## config.mk

```make
export PLATFORM = sky130hd
export DESIGN_NAME = power_pack_scheduler
export DESIGN_NICKNAME = d
export VERILOG_FILES = /design/src/rtl/power_pack_scheduler_pkg.sv /design/src/rtl/power_pack_scheduler_fx_timer.sv /design/src/rtl/power_pack_scheduler.sv
export SDC_FILE = /design/constraint.sdc
export NUM_CORES = 1
export LEC_CHECK = 0
export ABC_AREA = 1
export CAP_MARGIN = 20
export CORE_UTILIZATION = 30
export CTS_CLUSTER_DIAMETER = 60
export DETAILED_ROUTE_END_ITERATION = 16
export PLACE_DENSITY = 0.48
export SYNTH_ARGS = -nofsm -noshare
export SYNTH_HDL_FRONTEND = slang
export SYNTH_SLANG_ARGS = --single-unit
```

## constraint.sdc

```tcl
create_clock -name clk -period 3.3 [get_ports clk]
set_input_delay 0.825 -clock clk [delete_from_list [all_inputs] [get_ports clk]]
set_output_delay 0.825 -clock clk [all_outputs]
set_load 0.01 [all_outputs]
```

## src/rtl/power_pack_scheduler_pkg.sv

```systemverilog
// Shared definitions for the power pack scheduler: mode codes, FSM states,
// LFSR tap mask and the small helpers built on them.
package power_pack_scheduler_pkg;

    // Pack / effect mode codes, shared with power_pack2
    localparam logic [1:0] MODE_SHRINK = 2'b00;
    localparam logic [1:0] MODE_BOOST  = 2'b01;
    localparam logic [1:0] MODE_SHIELD = 2'b11;

    // Fibonacci taps 16,14,13,11 expressed as bit positions 15,13,12,10
    localparam logic [15:0] LFSR_TAPS = 16'hB400;

    typedef enum logic [1:0] {
        ST_IDLE     = 2'b00,
        ST_WAIT     = 2'b01,
        ST_ON_FIELD = 2'b10,
        ST_COOL     = 2'b11
    } sched_state_e;

    function automatic logic [15:0] lfsr_step(input logic [15:0] cur);
        return {cur[14:0], ^(cur & LFSR_TAPS)};
    endfunction

    // 2'b10 is not a legal pack mode; fold it onto SHIELD
    function automatic logic [1:0] draw_mode(input logic [1:0] bits);
        return (bits == 2'b10) ? MODE_SHIELD : bits;
    endfunction

endpackage

```

## src/rtl/power_pack_scheduler_fx_timer.sv

```systemverilog
// Per-player effect timer: a pickup loads the mode and a full frame budget,
// frames count it down, and the effect ends on the frame that empties it.
module power_pack_scheduler_fx_timer #(
    parameter int EFFECT_FRAMES = 480
) (
    input  logic       clk,
    input  logic       reset,
    input  logic       clear_i,
    input  logic       load_i,
    input  logic [1:0] mode_i,
    input  logic       frame_tick_i,
    output logic       active_o,
    output logic [1:0] mode_o
);
    localparam int CW = (EFFECT_FRAMES < 1) ? 1 : $clog2(EFFECT_FRAMES + 1);
    localparam logic [CW-1:0] EFF_CNT = CW'(EFFECT_FRAMES);

    logic          active_q;
    logic [1:0]    mode_q;
    logic [CW-1:0] count_q;

    // Clear beats load beats countdown; a reload ignores a coincident frame tick
    always_ff @(posedge clk or negedge reset) begin
        if (!reset) begin
            active_q <= 1'b0;
            mode_q   <= 2'b00;
            count_q  <= '0;
        end else if (clear_i) begin
            active_q <= 1'b0;
            mode_q   <= 2'b00;
            count_q  <= '0;
        end else if (load_i) begin
            active_q <= (EFFECT_FRAMES != 0);
            mode_q   <= mode_i;
            count_q  <= EFF_CNT;
        end else if (frame_tick_i && (count_q != '0)) begin
            count_q <= count_q - CW'(1);
            if (count_q == CW'(1)) begin
                active_q <= 1'b0;
            end
        end
    end

    assign active_o = active_q;
    assign mode_o   = mode_q;

endmodule

```

## src/rtl/power_pack_scheduler.sv

```systemverilog
// Power pack sequencer for Pong: spawn timing and placement, pickup and
// timeout handling, and routing of the timed effect to the right player.
module power_pack_scheduler
    import power_pack_scheduler_pkg::*;
#(
    parameter int          SPAWN_DELAY   = 300,
    parameter int          FIELD_TIMEOUT = 600,
    parameter int          EFFECT_FRAMES = 480,
    parameter int          COOLDOWN      = 120,
    parameter logic [10:0] X_MIN         = 11'd128,
    parameter logic [9:0]  Y_MIN         = 10'd64,
    parameter logic [15:0] LFSR_SEED     = 16'hACE1
) (
    input  logic        clk,
    input  logic        reset,
    input  logic        game_active,
    input  logic        frame_tick,
    input  logic        eaten,
    input  logic        last_hit,
    output logic        spawn,
    output logic        despawn,
    output logic [10:0] randx,
    output logic [9:0]  randy,
    output logic [1:0]  mode,
    output logic        p1_fx_active,
    output logic [1:0]  p1_fx_mode,
    output logic        p2_fx_active,
    output logic [1:0]  p2_fx_mode
);
    localparam int MAX_SF = (SPAWN_DELAY > FIELD_TIMEOUT) ? SPAWN_DELAY : FIELD_TIMEOUT;
    localparam int MAX_P  = (MAX_SF > COOLDOWN) ? MAX_SF : COOLDOWN;
    localparam int CW     = (MAX_P < 1) ? 1 : $clog2(MAX_P + 1);

    localparam logic [CW-1:0] SPAWN_CNT = CW'(SPAWN_DELAY);
    localparam logic [CW-1:0] FIELD_CNT = CW'(FIELD_TIMEOUT);
    localparam logic [CW-1:0] COOL_CNT  = CW'(COOLDOWN);

    sched_state_e  state_q;
    logic [CW-1:0] cnt_q;
    logic [15:0]   lfsr_q;
    logic          eaten_q;
    logic          spawn_pend_q;
    logic          spawn_q;
    logic          despawn_q;
    logic [10:0]   randx_q;
    logic [9:0]    randy_q;
    logic [1:0]    mode_q;

    logic          pickup;
    logic          expiry;
    logic [CW-1:0] cnt_dec;
    logic          target_p2;

    // Pickups only count while a pack is on the field and play is live
    assign pickup    = eaten && !eaten_q && (state_q == ST_ON_FIELD) && game_active;
    // The phase counter ends on the frame that would take it to zero (or if it is already zero)
    assign expiry    = (cnt_q == '0) || (frame_tick && (cnt_q == CW'(1)));
    assign cnt_dec   = (frame_tick && (cnt_q != '0)) ? cnt_q - CW'(1) : cnt_q;
    // SHRINK hurts the opponent; BOOST and SHIELD help whoever last hit the ball
    assign target_p2 = (mode_q == MODE_SHRINK) ? !last_hit : last_hit;

    // Free-running LFSR and eaten edge history
    always_ff @(posedge clk or negedge reset) begin
        if (!reset) begin
            lfsr_q  <= LFSR_SEED;
            eaten_q <= 1'b0;
        end else begin
            lfsr_q  <= lfsr_step(lfsr_q);
            eaten_q <= eaten;
        end
    end

    // Spawn/withdraw sequencing with registered pulse and placement outputs
    always_ff @(posedge clk or negedge reset) begin
        if (!reset) begin
            state_q      <= ST_IDLE;
            cnt_q        <= '0;
            spawn_pend_q <= 1'b0;
            spawn_q      <= 1'b0;
            despawn_q    <= 1'b0;
            randx_q      <= X_MIN;
            randy_q      <= Y_MIN;
            mode_q       <= MODE_SHRINK;
        end else begin
            // spawn trails the placement registers by one cycle so they are settled
            spawn_q      <= spawn_pend_q && game_active;
            spawn_pend_q <= 1'b0;
            despawn_q    <= 1'b0;
            if (!game_active) begin
                state_q   <= ST_IDLE;
                cnt_q     <= '0;
                despawn_q <= (state_q == ST_ON_FIELD);
            end else begin
                case (state_q)
                    ST_IDLE: begin
                        state_q <= ST_WAIT;
                        cnt_q   <= SPAWN_CNT;
                    end
                    ST_WAIT: begin
                        if (expiry) begin
                            state_q      <= ST_ON_FIELD;
                            cnt_q        <= FIELD_CNT;
                            randx_q      <= X_MIN + {2'b00, lfsr_q[8:0]};
                            randy_q      <= Y_MIN + {1'b0, lfsr_q[15:8], 1'b0};
                            mode_q       <= draw_mode(lfsr_q[1:0]);
                            spawn_pend_q <= 1'b1;
                        end else begin
                            cnt_q <= cnt_dec;
                        end
                    end
                    ST_ON_FIELD: begin
                        if (pickup) begin
                            state_q <= ST_COOL;
                            cnt_q   <= COOL_CNT;
                        end else if (expiry) begin
                            state_q   <= ST_COOL;
                            cnt_q     <= COOL_CNT;
                            despawn_q <= 1'b1;
                        end else begin
                            cnt_q <= cnt_dec;
                        end
                    end
                    ST_COOL: begin
                        if (expiry) begin
                            state_q <= ST_WAIT;
                            cnt_q   <= SPAWN_CNT;
                        end else begin
                            cnt_q <= cnt_dec;
                        end
                    end
                    default: begin
                        state_q <= ST_IDLE;
                        cnt_q   <= '0;
                    end
                endcase
            end
        end
    end

    power_pack_scheduler_fx_timer #(
        .EFFECT_FRAMES (EFFECT_FRAMES)
    ) u_fx_p1 (
        .clk          (clk),
        .reset        (reset),
        .clear_i      (!game_active),
        .load_i       (pickup && !target_p2),
        .mode_i       (mode_q),
        .frame_tick_i (frame_tick),
        .active_o     (p1_fx_active),
        .mode_o       (p1_fx_mode)
    );

    power_pack_scheduler_fx_timer #(
        .EFFECT_FRAMES (EFFECT_FRAMES)
    ) u_fx_p2 (
        .clk          (clk),
        .reset        (reset),
        .clear_i      (!game_active),
        .load_i       (pickup && target_p2),
        .mode_i       (mode_q),
        .frame_tick_i (frame_tick),
        .active_o     (p2_fx_active),
        .mode_o       (p2_fx_mode)
    );

    assign spawn   = spawn_q;
    assign despawn = despawn_q;
    assign randx   = randx_q;
    assign randy   = randy_q;
    assign mode    = mode_q;

endmodule

```

==> reports/qor.csv <==
stage,metric,value,unit
routing,Total Wirelength,8037,microns
floorplan,Starting Density,0.3066,
grt,vias in the first global route,2944,
floorplan,Die X,115.6,microns
routing,drt first pass iters,4,
setup_path,CP Launch Type,primary input,
yosys,Post-synth EDFFs,0,
pwr,leakage power,2.298,nW
grt,largest net degree at the start of global routing,78,
clock_tree,clk slew on worst S/H paths,60,ps
floorplan,Die Y,115.6,microns
pwr,internal power,0.002247,W
timing,final hold slack,366.9,ps
placement,GP Congestion,0.8085,
clock_tree,post-CTS resize count,0,
timing,Final Hold Violating Endpoints,0,
grt,initial antenna violation count,0,
layout,Layout Nets,483,
setup_path,crit-path cells,"clkdlybuf4s50_1, nand2_2, inv_2, o21ai_4, nor2_8, nand3_4, clkinv_2, nand2_4, o211ai_2",
routing,DRC,0,
pwr,Clock Power Share,0.258,
yosys,area fraction of the dominant cell type after synthesis,0.4334,
clock_tree,clock latency on the worst-skew pair,340,ps
yosys,top cell type by total area after synthesis,dfrtp_1,
setup_path,critical path's slowest cell,clkdlybuf4s50_1,
floorplan,die area,13350,sq um
grt,Total Routing Usage GR,0.1358,
yosys,Post-Synthesis Cell Area,3869,sq um
status,status,finished clean,
routing,antenna violation net count after detailed routing,0,
placement,IO buf count,34,
layout,area occupied by multi-input gates,1652,sq um
floorplan,I/O pins,37,
setup_path,critical path type,in2reg,
timing,Slew Limit Fails,0,
clock_tree,H-tree depth,3,
hold_path,Min-Delay Path Class,reg2reg,
yosys,ys async rst share,1.000,
timing,min Tclk post-route,2284,ps
timing,f_max,437.9,MHz
layout,Seq. cell area,1939,sq um
yosys,"Seq/Total Area, Yosys",0.5013,
routing,via count,2823,
yosys,Synth Warn #,0,
routing,initial drt markers,141,
clock_tree,clock tree root buffer cell,clkbuf_16,
yosys,most frequent cells after synthesis,"nand2_1 (106), dfrtp_1 (67), inv_1 (42), nand3_1 (34), nor2_1 (23)",
layout,Non-Filler Instances,642,
layout,FILL cells,1336,
setup_path,crit-path max cell delay,430,ps
yosys,#FFs+latches synth,77,
clock_tree,total CTS buffers,9,
pwr,sw frac,0.4026,
layout,Area Overhead vs Synth,20.76,%
timing,skew final,8.336,ps
pwr,Pwr Density,805.1,nW/um^2
clock_tree,Num Clock Sinks,77,
pwr,Max VDD drop,0.0002783,V
yosys,Avg Inst Size Synth,9.103,sq um
setup_path,crit end category,register,
pwr,Comb pwr share,0.407,
setup_path,worst path arrival time,2500,ps
placement,dpl hpwl,5710,microns
floorplan,FP Rows,41,
yosys,count of unique library cells instantiated by Yosys,42,
floorplan,core footprint,12620,sq um
pwr,Net Sw Power,0.001514,W
grt,first-pass GRT wire length,13880,microns
grt,Overflow after GRT,0,
placement,Post-Place Cell Area,4358,sq um
yosys,Mapped Cells,425,
setup_path,Critical Path RT,3520,ps
yosys,most frequent cell after synthesis,nand2_1,
pwr,register share of total power,0.335,
yosys,synth top area cells,"dfrtp_1 (43%), nand2_1 (10%), dfstp_2 (6.8%), nand3_1 (4.4%), inv_1 (4.1%)",
placement,dpl cells,625,
clock_tree,Post-CTS Setup Bufs,0,
routing,DR vias/cell,4.397,
layout,antenna cells,0,
clock_tree,Max clock buf depth,2,
layout,ratio of cells with drive above 1 in the final layout,0.1745,
setup_path,Crit path max-delay family,buffers and inverters,
timing,Final period util,0.6920,
routing,DR WL/cell,12.52,microns
setup_path,Crit Path Max Fanout,22,
setup_path,CP bufs+invs,3,
layout,design area,4672,sq um
timing,RSZ-0062 raised after global routing,no,
yosys,Most used DFF post-synth,dfrtp_1,
clock_tree,CTS tree,done,
flow_run,max cap viols,0,
timing,Final Setup Violations,0,
clock_tree,CTS hold repair buffers,0,
timing,setup TNS,0,ps
## cell usage in the layout (no fill, tap or decap), drive strengths merged
master,netlist,routed
o21bai,1,1
clkinv,1,2
clkinvlp,0,2
nor2,34,34
ha,12,12
nand2,122,122
clkdlybuf4s50,0,33
and2,1,1
nand3b,4,4
a21oi,14,14
dfrtp,67,67
a31oi,1,1
o21ai,34,34
inv,51,53
nor3,4,4
conb,1,2
o211ai,3,3
nand3,38,38
nor3b,1,1
nand4,6,6
or2,2,2
clkbuf,1,11
xnor2,4,4
buf,8,4
dfstp,10,10
xor2,5,5
## cell families (layout without fill, tap and decap cells)
group           Yosys count  after routing  synth area share
simple gates            212            212            0.2823
xor+xnor                  9              9           0.02037
other cells               1              2         0.0009693
fa+ha+maj                12             12           0.03881
flops                    77             77            0.5013
buf+inv                  61            105           0.07277
compound gates           53             53           0.08344
## flip-flops by register name (all words and copies together), names as in the netlist
signal and cells:
lfsr_q 16, cnt_q 10, randx 10, randy 9
u_fx_p1.count_q 9, u_fx_p2.count_q 9, mode 2, state_q 2
u_fx_p1.mode_o 2, u_fx_p2.mode_o 2, despawn 1, eaten_q 1
spawn 1, spawn_pend_q 1, u_fx_p1.active_o 1, u_fx_p2.active_o 1
## routing by layer
layer  vias to the layer above  wire length, microns  part of all wire  global-route usage
li1                       1441                     -                 -                   -
met1                      1330                  3669              0.46              0.1631
met2                        42                  3744              0.47              0.2204
met3                        10                   475             0.059             0.05701
met4                         0                   147             0.018             0.04329
met5                         -                     0                 0                   0
## area by class of cell
class,count,share of cell area
clock buffers,11,0.05410
clock inverters,5,0.008838
inverters,52,0.04258
multi-input cells,288,0.3535
flip-flops and latches,77,0.4151
well taps,172,0.04606
repair buffers,37,0.07981
## power by group through the flow
stage | registers (W) | clock network, W | logic [W]
floorplan | 0.00126 | 0 | 0.00120
global placement | 0.00127 | 0 | 0.00153
detailed placement | 0.00128 | 0 | 0.00154
CTS | 0.00126 | 0.00101 | 0.00155
global route | 0.00128 | 0.00104 | 0.00174
finish | 0.00126 | 0.000970 | 0.00153
## stage by stage
stage	setup WS (ps)	power [W]	utilization
global route	884.4	0.004068	0.3702
finish	1016	0.003761	0.3702
floorplan	1487	0.002466	-
global placement	653.6	0.002805	0.3453
CTS	993.6	0.003814	0.3686
detailed placement	629.8	0.002817	0.3453
## worst paths after layout
kind                                      from              endpoint  slack (ps)  cells after the start
setup / recovery                    frame_tick   mode[0]$_DFFE_PN0P_        1020                      9
hold / removal             lfsr_q[5]$_DFF_PN1_   lfsr_q[6]$_DFF_PN1_         370                      0
setup reg to reg            cnt_q[0]$_DFF_PN0_   mode[0]$_DFFE_PN0P_        1280                      8
hold reg to reg            lfsr_q[5]$_DFF_PN1_   lfsr_q[6]$_DFF_PN1_         370                      0
max in group asynchronous                reset  randx[7]$_DFFE_PN1P_        2210                      2
min in group asynchronous                reset    cnt_q[4]$_DFF_PN0_         440                      1
No activity file was read; power rests on OpenSTA's default activity.
